$ cat src/rtl/rs_dec_syndrome_calc_p.sv
// Reed-Solomon syndrome calculator over GF(2^8), one symbol per qualified cycle.
// Horner evaluation at alpha^(FCR+j), plus erasure counting and length checking.
module rs_dec_syndrome_calc_p #(
  parameter int          NSYMB = 32,
  parameter int          NSYND = 4,
  parameter int          FCR   = 0,
  parameter logic [7:0]  POLY  = 8'h1D
) (
  input  logic                         i_clk,
  input  logic                         i_resb,
  input  logic                         i_data_sync,
  input  logic                         i_frame_sync,
  input  logic [7:0]                   i_data,
  input  logic                         i_erasure,
  output logic [8*NSYND-1:0]           o_synd,
  output logic                         o_zero,
  output logic [$clog2(NSYMB+1)-1:0]   o_eras_cnt,
  output logic                         o_eras_ovf,
  output logic                         o_ready,
  output logic                         o_len_err
);

  localparam int CW = $clog2(NSYMB + 1);

  localparam logic [0:0] IDLE = 1'b0;
  localparam logic [0:0] ACC  = 1'b1;

  logic [0:0]           state;
  logic [8*NSYND-1:0]   acc;
  logic [8*NSYND-1:0]   nxt;
  logic [CW-1:0]        sym_cnt;
  logic [CW-1:0]        eras_cnt;
  logic [CW-1:0]        eras_inc;
  logic [CW-1:0]        eras_first;
  logic                 last;

  function automatic logic [7:0] xtime(input logic [7:0] x);
    return {x[6:0], 1'b0} ^ (x[7] ? POLY : 8'h00);
  endfunction

  // Constant multiply by alpha^n as a chain of n xtime steps.
  function automatic logic [7:0] mul_pow(input logic [7:0] x,
                                         input int n);
    logic [7:0] y;
    y = x;
    for (int k = 0; k < n; k++) y = xtime(y);
    return y;
  endfunction

  for (genvar j = 0; j < NSYND; j++) begin : g_horner
    assign nxt[8*j +: 8] =
      mul_pow(acc[8*j +: 8], FCR + j) ^ i_data;
  end

  assign last = (sym_cnt == CW'(NSYMB - 1));

  assign eras_inc =
    (i_erasure && (eras_cnt != CW'(NSYMB)))
      ? eras_cnt + 1'b1
      : eras_cnt;

  assign eras_first = {{(CW-1){1'b0}}, i_erasure};

  always_ff @(posedge i_clk or negedge i_resb) begin
    if (!i_resb) begin
      state      <= IDLE;
      acc        <= '0;
      sym_cnt    <= '0;
      eras_cnt   <= '0;
      o_synd     <= '0;
      o_zero     <= 1'b0;
      o_eras_cnt <= '0;
      o_eras_ovf <= 1'b0;
      o_ready    <= 1'b0;
      o_len_err  <= 1'b0;
    end else begin
      o_ready   <= 1'b0;
      o_len_err <= 1'b0;
      if (i_data_sync) begin
        unique case (state)
          IDLE: begin
            if (i_frame_sync) begin
              acc      <= {NSYND{i_data}};
              sym_cnt  <= CW'(1);
              eras_cnt <= eras_first;
              state    <= ACC;
            end
          end
          ACC: begin
            if (i_frame_sync && !last) begin
              // Restart on an early sync; outputs keep the last good word.
              acc       <= {NSYND{i_data}};
              sym_cnt   <= CW'(1);
              eras_cnt  <= eras_first;
              o_len_err <= 1'b1;
            end else if (last) begin
              acc        <= nxt;
              sym_cnt    <= '0;
              eras_cnt   <= '0;
              o_synd     <= nxt;
              o_zero     <= ~|nxt;
              o_eras_cnt <= eras_inc;
              o_eras_ovf <= (eras_inc > CW'(NSYND));
              o_ready    <= 1'b1;
              state      <= IDLE;
            end else begin
              acc      <= nxt;
              sym_cnt  <= sym_cnt + 1'b1;
              eras_cnt <= eras_inc;
            end
          end
          default: state <= IDLE;
        endcase
      end
    end
  end

endmodule

$ cat config.mk
export PLATFORM = sky130hd
export DESIGN_NAME = rs_dec_syndrome_calc_p
export DESIGN_NICKNAME = d
export VERILOG_FILES = /design/src/rtl/rs_dec_syndrome_calc_p.sv
export SDC_FILE = /design/constraint.sdc
export NUM_CORES = 1
export LEC_CHECK = 0
export CELL_PAD_IN_SITES_DETAIL_PLACEMENT = 0
export CELL_PAD_IN_SITES_GLOBAL_PLACEMENT = 1
export CORE_MARGIN = 2
export CORE_UTILIZATION = 28
export CTS_CLUSTER_DIAMETER = 100
export DETAILED_ROUTE_END_ITERATION = 8
export GPL_ROUTABILITY_DRIVEN = 0
export PLACE_DENSITY_LB_ADDON = 0.1
export SYNTH_ARGS = -nofsm -noshare
export SYNTH_HDL_FRONTEND = slang
export SYNTH_SLANG_ARGS = --single-unit
$ cat constraint.sdc
create_clock -name i_clk -period 3.4 [get_ports i_clk]
set_input_delay 0.34 -clock i_clk [delete_from_list [all_inputs] [get_ports i_clk]]
set_output_delay 0.34 -clock i_clk [all_outputs]
set_load 0.02 [all_outputs]
**Word level (Yosys, flattened, before mapping)**

Cells that the tools add are included.

- Flip-flop bits (word level): 87
- Output and inout port bits: 42

- Add/sub/neg operators: 2
- Order comparisons: 1
- Equality and inequality tests: 3
- Multiplexer cells: 29
- Bitwise logic cells: 12
- Reductions and logical operators: 7

Operators by type and width:

| cell | count |
|---|---|
| 32-bit two-way mux | 2 |
| 32-bit case mux with 2 select lines | 1 |
| 8-bit by 5-bit XOR with 8-bit output | 6 |
| 6-bit two-way mux | 7 |
| 32-bit OR reduction | 1 |
| 8-bit XOR | 4 |
| 5-bit two-way mux | 6 |
| 6-bit case mux with 2 select lines | 2 |
| 6-bit by 1-bit adder with 6-bit output (second input constant) | 2 |
| 1-bit two-way mux | 10 |
| 6-bit by 5-bit equality test with 1-bit output (second input constant) | 1 |
| 6-bit by 3-bit greater-than comparator with 1-bit output (second input constant) | 1 |
| 6-bit != test (second input constant) | 1 |
| 4-bit AND reduction | 1 |
| 1-bit logical AND | 2 |
| 1-bit logical NOT | 2 |
| 2-bit != test (second input constant) | 1 |
| 1-bit inverter | 2 |
| 1-bit case mux with 2 select lines | 1 |
| 2-bit AND reduction | 1 |

**Longest topological paths before layout**

Gate-level depths: netlist (run 1).

- Depth in word-level cells: 9
- Gate-level depth with buffers: 7

**Least setup slack after synthesis (run 1)**

OpenSTA, ideal clock, no wires.

- Path kind: register to register
- From: reg eras_cnt[0]
- To: reg eras_cnt[0]
- Arrival: 1.534 ns
- Required time: 3.277 ns
- Setup slack: 1.743 ns
- Cell stages (with the launch flop): 8
- Path buffers: 0
- Period minus slack after synthesis: 1.657 ns
- Cells stage by stage: dfrtp_1 -> inv_1 -> ha_1 -> nand2_1 -> o41a_4 -> xnor2_2 -> a21oi_1 -> o221a_1

- Word-level cells in the longest chain between the ends: 6
- Elaborated cells between the ends (all ways): 7

RTL lines:

| element | RTL line | source |
|---|---|---|
| from (decl) | 32 | `logic [CW-1:0] eras_cnt;` |
| from (signal assigned) | 85 | `eras_cnt <= eras_first;` |
| from (signal assigned) | 94 | `eras_cnt <= eras_first;` |
| from (signal assigned) | 109 | `eras_cnt <= eras_inc;` |
| branches (longest 2 deep; another with 6-bit by 1-bit adder with 6-bit output) | n/a |  |
| 6-bit two-way mux * | 59 | `? eras_cnt + 1'b1` |
| 6-bit two-way mux * | 96 | `end else if (last) begin` |
| 6-bit two-way mux * | 90 | `if (i_frame_sync && !last) begin` |
| 6-bit case mux with 2 select lines * | 80 | `unique case (state)` |

Every way passes the cells marked *.
A chain may end at the register's enable or synchronous reset.

**Worst setup path after layout (run 1)**

- From: reg sym_cnt[0]
- To: reg acc[3]

- Word-level cells in the longest chain between the ends: 5

RTL lines:

| element | RTL line | source |
|---|---|---|
| from (decl) | 31 | `logic [CW-1:0] sym_cnt;` |
| from (signal assigned) | 108 | `sym_cnt <= sym_cnt + 1'b1;` |
| 6-bit by 5-bit equality test with 1-bit output | 55 | `assign last = (sym_cnt == CW'(NSYMB - 1));` |
| 1-bit logical NOT | 90 |  |
| 1-bit logical AND | 90 |  |
| 32-bit two-way mux | 90 |  |
| 32-bit case mux with 2 select lines | 80 |  |
| to (signal assigned) | 83 | `acc <= {NSYND{i_data}};` |
| to (signal assigned) | 92 | `acc <= {NSYND{i_data}};` |
| to (signal assigned) | 97 | `acc <= nxt;` |
| to (decl) | 29 | `logic [8*NSYND-1:0] acc;` |

No other way between the ends.

==> results of run 1 <==
[registers in the layout, indices dropped and copies added, names as in the netlist]
name / flops
o_zero: 1
o_len_err: 1
o_ready: 1
o_synd: 32
eras_cnt: 6
state: 1
o_eras_cnt: 6
acc: 32
o_eras_ovf: 1
sym_cnt: 6
[Yosys cell counts (2+ instances only)]
library cell	instances
a211oi_1	2
a21oi_1	39
a22o_1	2
a311oi_1	8
and3_1	4
buf_2	24
buf_4	3
clkbuf_1	11
dfrtp_1	87
ha_1	3
inv_1	6
mux2i_1	2
nand2_1	53
nand3_1	25
nand3b_1	2
nand4_1	5
nor2_1	55
nor3_1	7
nor4_1	2
o21ai_0	19
o21ai_1	20
o22ai_1	3
o31ai_1	4
or3_1	3
xnor2_1	42
xnor2_2	3
xor2_1	40
[logic make-up after synthesis]
family	count (synthesis)	synth area share
fa+ha+maj	3	0.008052
buf+inv	46	0.04750
flops	87	0.4670
xor+xnor	85	0.1645
simple gates	165	0.1618
mux	2	0.004294
compound gates	110	0.1468
[critical path, cell delays in order, from the launching register on]
cell	delay, ns
dfrtp_1	0.37
ha_1	0.25
nand3b_4	0.15
o21ai_4	0.66
nand2_1	0.22
nor2_2	0.40
a311oi_1	0.16
[cell type report]
cell class	instances	area, um2	area share
repair buffers	67	648.1	0.1140
clock buffers	13	250.2	0.04400
well taps	220	275.3	0.04840
clock inverters	3	42.54	0.007481
flip-flops and latches	87	2177	0.3828
inverters	6	22.52	0.003960
multi-input cells	365	2271	0.3993
[worst max-delay path by stage]
stage,from,endpoint,cells past startpoint
6_report,sym_cnt[0]$_DFFE_PN0P_,acc[3]$_DFFE_PN0P_,6
3_3_place_gp,i_data_sync,o_zero$_DFFE_PN0P_,6
2_1_floorplan,eras_cnt[0]$_DFFE_PN0P_,eras_cnt[0]$_DFFE_PN0P_,7
5_1_grt,sym_cnt[1]$_DFFE_PN0P_,acc[6]$_DFFE_PN0P_,6
3_5_place_dp,i_data_sync,o_zero$_DFFE_PN0P_,6
4_1_cts,sym_cnt[1]$_DFFE_PN0P_,acc[3]$_DFFE_PN0P_,6
[metal layers]
| layer | global-route usage | part of all wire | vias up |
|---|---|---|---|
| met3 | 0.02797 | 0.036 | 13 |
| met5 | 0 | 0 | - |
| met2 | 0.2283 | 0.44 | 66 |
| li1 | - | - | 1772 |
| met4 | 0.05197 | 0.014 | 0 |
| met1 | 0.2266 | 0.51 | 1733 |
[through the flow]
stage	cell area, um2	setup WS [ns]
after global placement	5394	0.6667
after global routing	5687	0.8224
after detailed placement	5394	0.6179
final	5687	1.018
after floorplan	4662	1.743
after CTS	5687	0.9670
[where the power goes]
part	switching (mW)	internal [mW]
sequential	0.147	1.13
clock	0.421	0.590
combinational	0.399	0.333
total	0.968	2.06
==> out/metrics.cfg, run 1 <==
[logic_synthesis]
synth.largest_area_cell = dfrtp_1
synthCells = 498
ys_types = 51
synth_area_leaders = dfrtp_1, xnor2_1, xor2_1
mappedNetlistNets = 514
yosys_register_bits = 87
ys_seq_area_frac = 0.4670
avgSynthCellArea_um2 = 9.361
synth_edf_count = 0
synth_async_sr_flop_share = 1.000
syn-cell-area_mm2 = 0.004662
synthFlopType = dfrtp_1
synth_top_area_frac = 0.4670
yosys_warnings = 0

[timing]
min_period_over_period = 0.7006
tightestPinTransition_ns = 0.9272
relSlewSlack = 0.3819
clock.fmax_mhz = 419.8
final.setup.tns_ns = 0
fin_crit_ns = 2.382
final-setup-viol-count = 0
fin_skew_ns = 0.005939
whs_ns = 0.1239
finalHoldViolations = 0
slew_violations = 0
grt_setup_unrepaired = false

[layout]
mostFrequentLayoutCells = dfrtp_1, nor2_1, nand2_1, clkdlybuf4s50_1, xnor2_1
fin_cells = 761
fin_util = 0.3466
fillers = 1687
diodes = 0
final_layout_size_suffix_gt1_frac = 0.07209
final_common_cell = dfrtp_1
fin_nets = 552
area_delta_synth_final_pct = 21.98

[floorplanning]
fp.dieArea_mm2 = 0.01770
pin_count = 55
die_h_um = 133.0
core.rowCount = 47
die_x_um = 133.0
core_area_mm2 = 0.01641
start_util = 0.2841

[drt]
first_pass_iters = 4
drc = 0
ant_nets = 0
wl_mm = 13.01
routed_via_density = 4.710
wl_per_cell_um = 17.09
initialDrtViolationCount = 182
vias = 3584

[grt]
grt_pass1_vias = 3504
grt_use_total = 0.1544
antenna_found_initial = 0
grt_overflow = 0
grt_pass1_wl_mm = 20.71
grt_max_degree = 69

[worst_setup_path]
reg2reg_from = sym_cnt[0]$_DFFE_PN0P_
rrSetupSlack_ns = 1.02
cp-end-kind = flop
r2r-end = acc[3]$_DFFE_PN0P_
crit_arrival_ns = 2.58
reg2reg_depth = 6
crit_type = reg -> reg
cp_max_fo = 26
worstPathRequired_ns = 3.60
start_kind = flop

[clock_network]
cts_setup_buffers = 0
cts_root_buf = clkbuf_16
cts_resized = 0
path_clk_slew_ns = 0.07
cts.sinks = 87
clk-insertion-delay-late_ns = 0.35
max-clock-path-buffers = 2
cts_tree = yes
cts_made_buffers = 9
h-tree-depth = 3
hold_buffers = 0

[min_path]
hold_path_class = in -> async

[placement]
dp_cells = 745
hpwl_mm = 8.907
io_buffers = 54

[power_and_ir_drop]
ir_drop_mv = 0.2498
leakage_nw = 2.357
finalPower_mw = 3.025
p_per_area_mw_per_mm2 = 531.9

[flow_run]
maxCapViolCount = 0

[outcome]
status = finished clean

(Power assumes the default switching activity.)
==> inputs of run 2 (changes only) <==
- clock period: 3.4 -> 2.24 ns (I/O delays scaled with it)
==> out/metrics.cfg, run 2 (synthesized netlist as in run 1, its figures left out) <==
[timing]
finalHoldViolations = 0
final.setup.tns_ns = 0
fin_skew_ns = 0.01032
whs_ns = 0.3777
grt_setup_unrepaired = false
final-setup-viol-count = 0
clock.fmax_mhz = 490.1
min_period_over_period = 0.9109
tightestPinTransition_ns = 0.6094
relSlewSlack = 0.5933
fin_crit_ns = 2.040
slew_violations = 0

[worst_setup_path]
crit_type = reg -> reg
worstPathRequired_ns = 2.46
reg2reg_depth = 7
cp-end-kind = flop
start_kind = flop
crit_arrival_ns = 2.26
rrSetupSlack_ns = 0.20
r2r-end = acc[9]$_DFFE_PN0P_
cp_max_fo = 17
reg2reg_from = sym_cnt[0]$_DFFE_PN0P_

[power_and_ir_drop]
leakage_nw = 2.492
p_per_area_mw_per_mm2 = 826.8
ir_drop_mv = 0.4210

[grt]
grt_overflow = 0
grt_use_total = 0.1636
grt_pass1_vias = 3708
grt_pass1_wl_mm = 21.86
grt_max_degree = 53
antenna_found_initial = 0

[clock_network]
cts_root_buf = clkbuf_16
cts.sinks = 87
max-clock-path-buffers = 2
h-tree-depth = 3
cts_tree = yes
cts_made_buffers = 9
clk-insertion-delay-late_ns = 0.35
cts_setup_buffers = 0
path_clk_slew_ns = 0.07

[drt]
drc = 0
first_pass_iters = 4
wl_mm = 13.82
routed_via_density = 4.688
wl_per_cell_um = 17.65
ant_nets = 0
vias = 3671
initialDrtViolationCount = 162

[floorplanning]
pin_count = 55
fp.dieArea_mm2 = 0.01770
core.rowCount = 47
die_x_um = 133.0
core_area_mm2 = 0.01641
die_h_um = 133.0
start_util = 0.2841

[layout]
final_layout_size_suffix_gt1_frac = 0.1101
fin_nets = 574
reg_top3 = acc x32, o_synd x32
final_common_cell = dfrtp_1
diodes = 0
fillers = 1684
area_delta_synth_final_pct = 26.78
mostFrequentLayoutCells = dfrtp_1, nor2_1, nand2_1, clkdlybuf4s50_1, xnor2_1
multi_input_area_mm2 = 0.002271
seq_area_mm2 = 0.002177

[outcome]
status = finished clean

[placement]
hpwl_mm = 9.779
io_buffers = 54

[flow_run]
maxCapViolCount = 0

[min_path]
hold_path_class = in -> async

-- run 2: cell count changes in the layout (fill, tap and decap cells not counted), sizes merged --
cell / delta
buf: +21
clkbuf: -2
bufinv: +1
clkinv: +1
dlygate4sd3: +1
-- run 2: worst max-delay path by stage --
stage,start,endpoint,slack (ns),cells past startpoint
final,sym_cnt[0]$_DFFE_PN0P_,acc[9]$_DFFE_PN0P_,0.20,7
after CTS,sym_cnt[0]$_DFFE_PN0P_,acc[9]$_DFFE_PN0P_,0.17,7
after detailed placement,i_data[6],o_zero$_DFFE_PN0P_,0.14,7
after floorplan,eras_cnt[0]$_DFFE_PN0P_,eras_cnt[0]$_DFFE_PN0P_,0.58,7
after global placement,sym_cnt[1]$_DFFE_PN0P_,acc[9]$_DFFE_PN0P_,0.18,7
after global routing,sym_cnt[1]$_DFFE_PN0P_,acc[9]$_DFFE_PN0P_,0.06,7
-- run 2: cell type report --
class                      count  share of cell area
clock buffer                  11             0.04107
clock inverter                 5             0.01376
timing repair buffer          89              0.1423
sequential                    87              0.3683
tap                          220             0.04657
multi-input combinational    365              0.3842
inverter                       6            0.003810
-- run 2: power breakdown --
group          internal (mW)  switching, mW
Sequential              1.72          0.222
Combinational          0.569          0.682
Clock                   1.01          0.683
Total                   3.30           1.59
-- run 2: metrics by stage --
| step | util | cell area, um2 | setup slack, ns | power (mW) | cells |
|---|---|---|---|---|---|
| CTS | 0.3603 | 5911 | 0.1727 | 4.966 | 783 |
| global placement | 0.3399 | 5577 | 0.1785 | 3.250 | 766 |
| floorplan | - | 4662 | 0.5834 | 2.799 | 498 |
| global route | 0.3603 | 5911 | 0.05911 | 5.170 | 783 |
| detailed placement | 0.3399 | 5577 | 0.1356 | 3.243 | 766 |
| finish | 0.3603 | 5911 | 0.1995 | 4.887 | 783 |
-- run 2: layer usage --
layer | wire, um | up-vias | global-route usage
met1 | 6871 | 1759 | 0.2378
met2 | 6065 | 81 | 0.2429
met5 | 0 | - | 0
met4 | 246 | 0 | 0.05854
met3 | 636 | 13 | 0.02950
li1 | - | 1818 | -
-- run 2: repair_timing --
item,4_1_cts,5_1_grt
gates resized for setup,0,0
hold endpoints to repair,35,0
hold buffers,1,0
-- run 2: critical path, stage by stage, from the launching register on --
cell	delay, ns
dfrtp_1	0.37
ha_1	0.27
nand3b_4	0.16
o21ai_4	0.33
buf_4	0.31
nand3_1	0.12
xor2_1	0.23
o21ai_0	0.11
==> inputs of run 3 (changes only) <==
- CAP_MARGIN: default -> 15
==> results of run 3 <==
Final layout, timing and power as in run 2 (identical DEF).
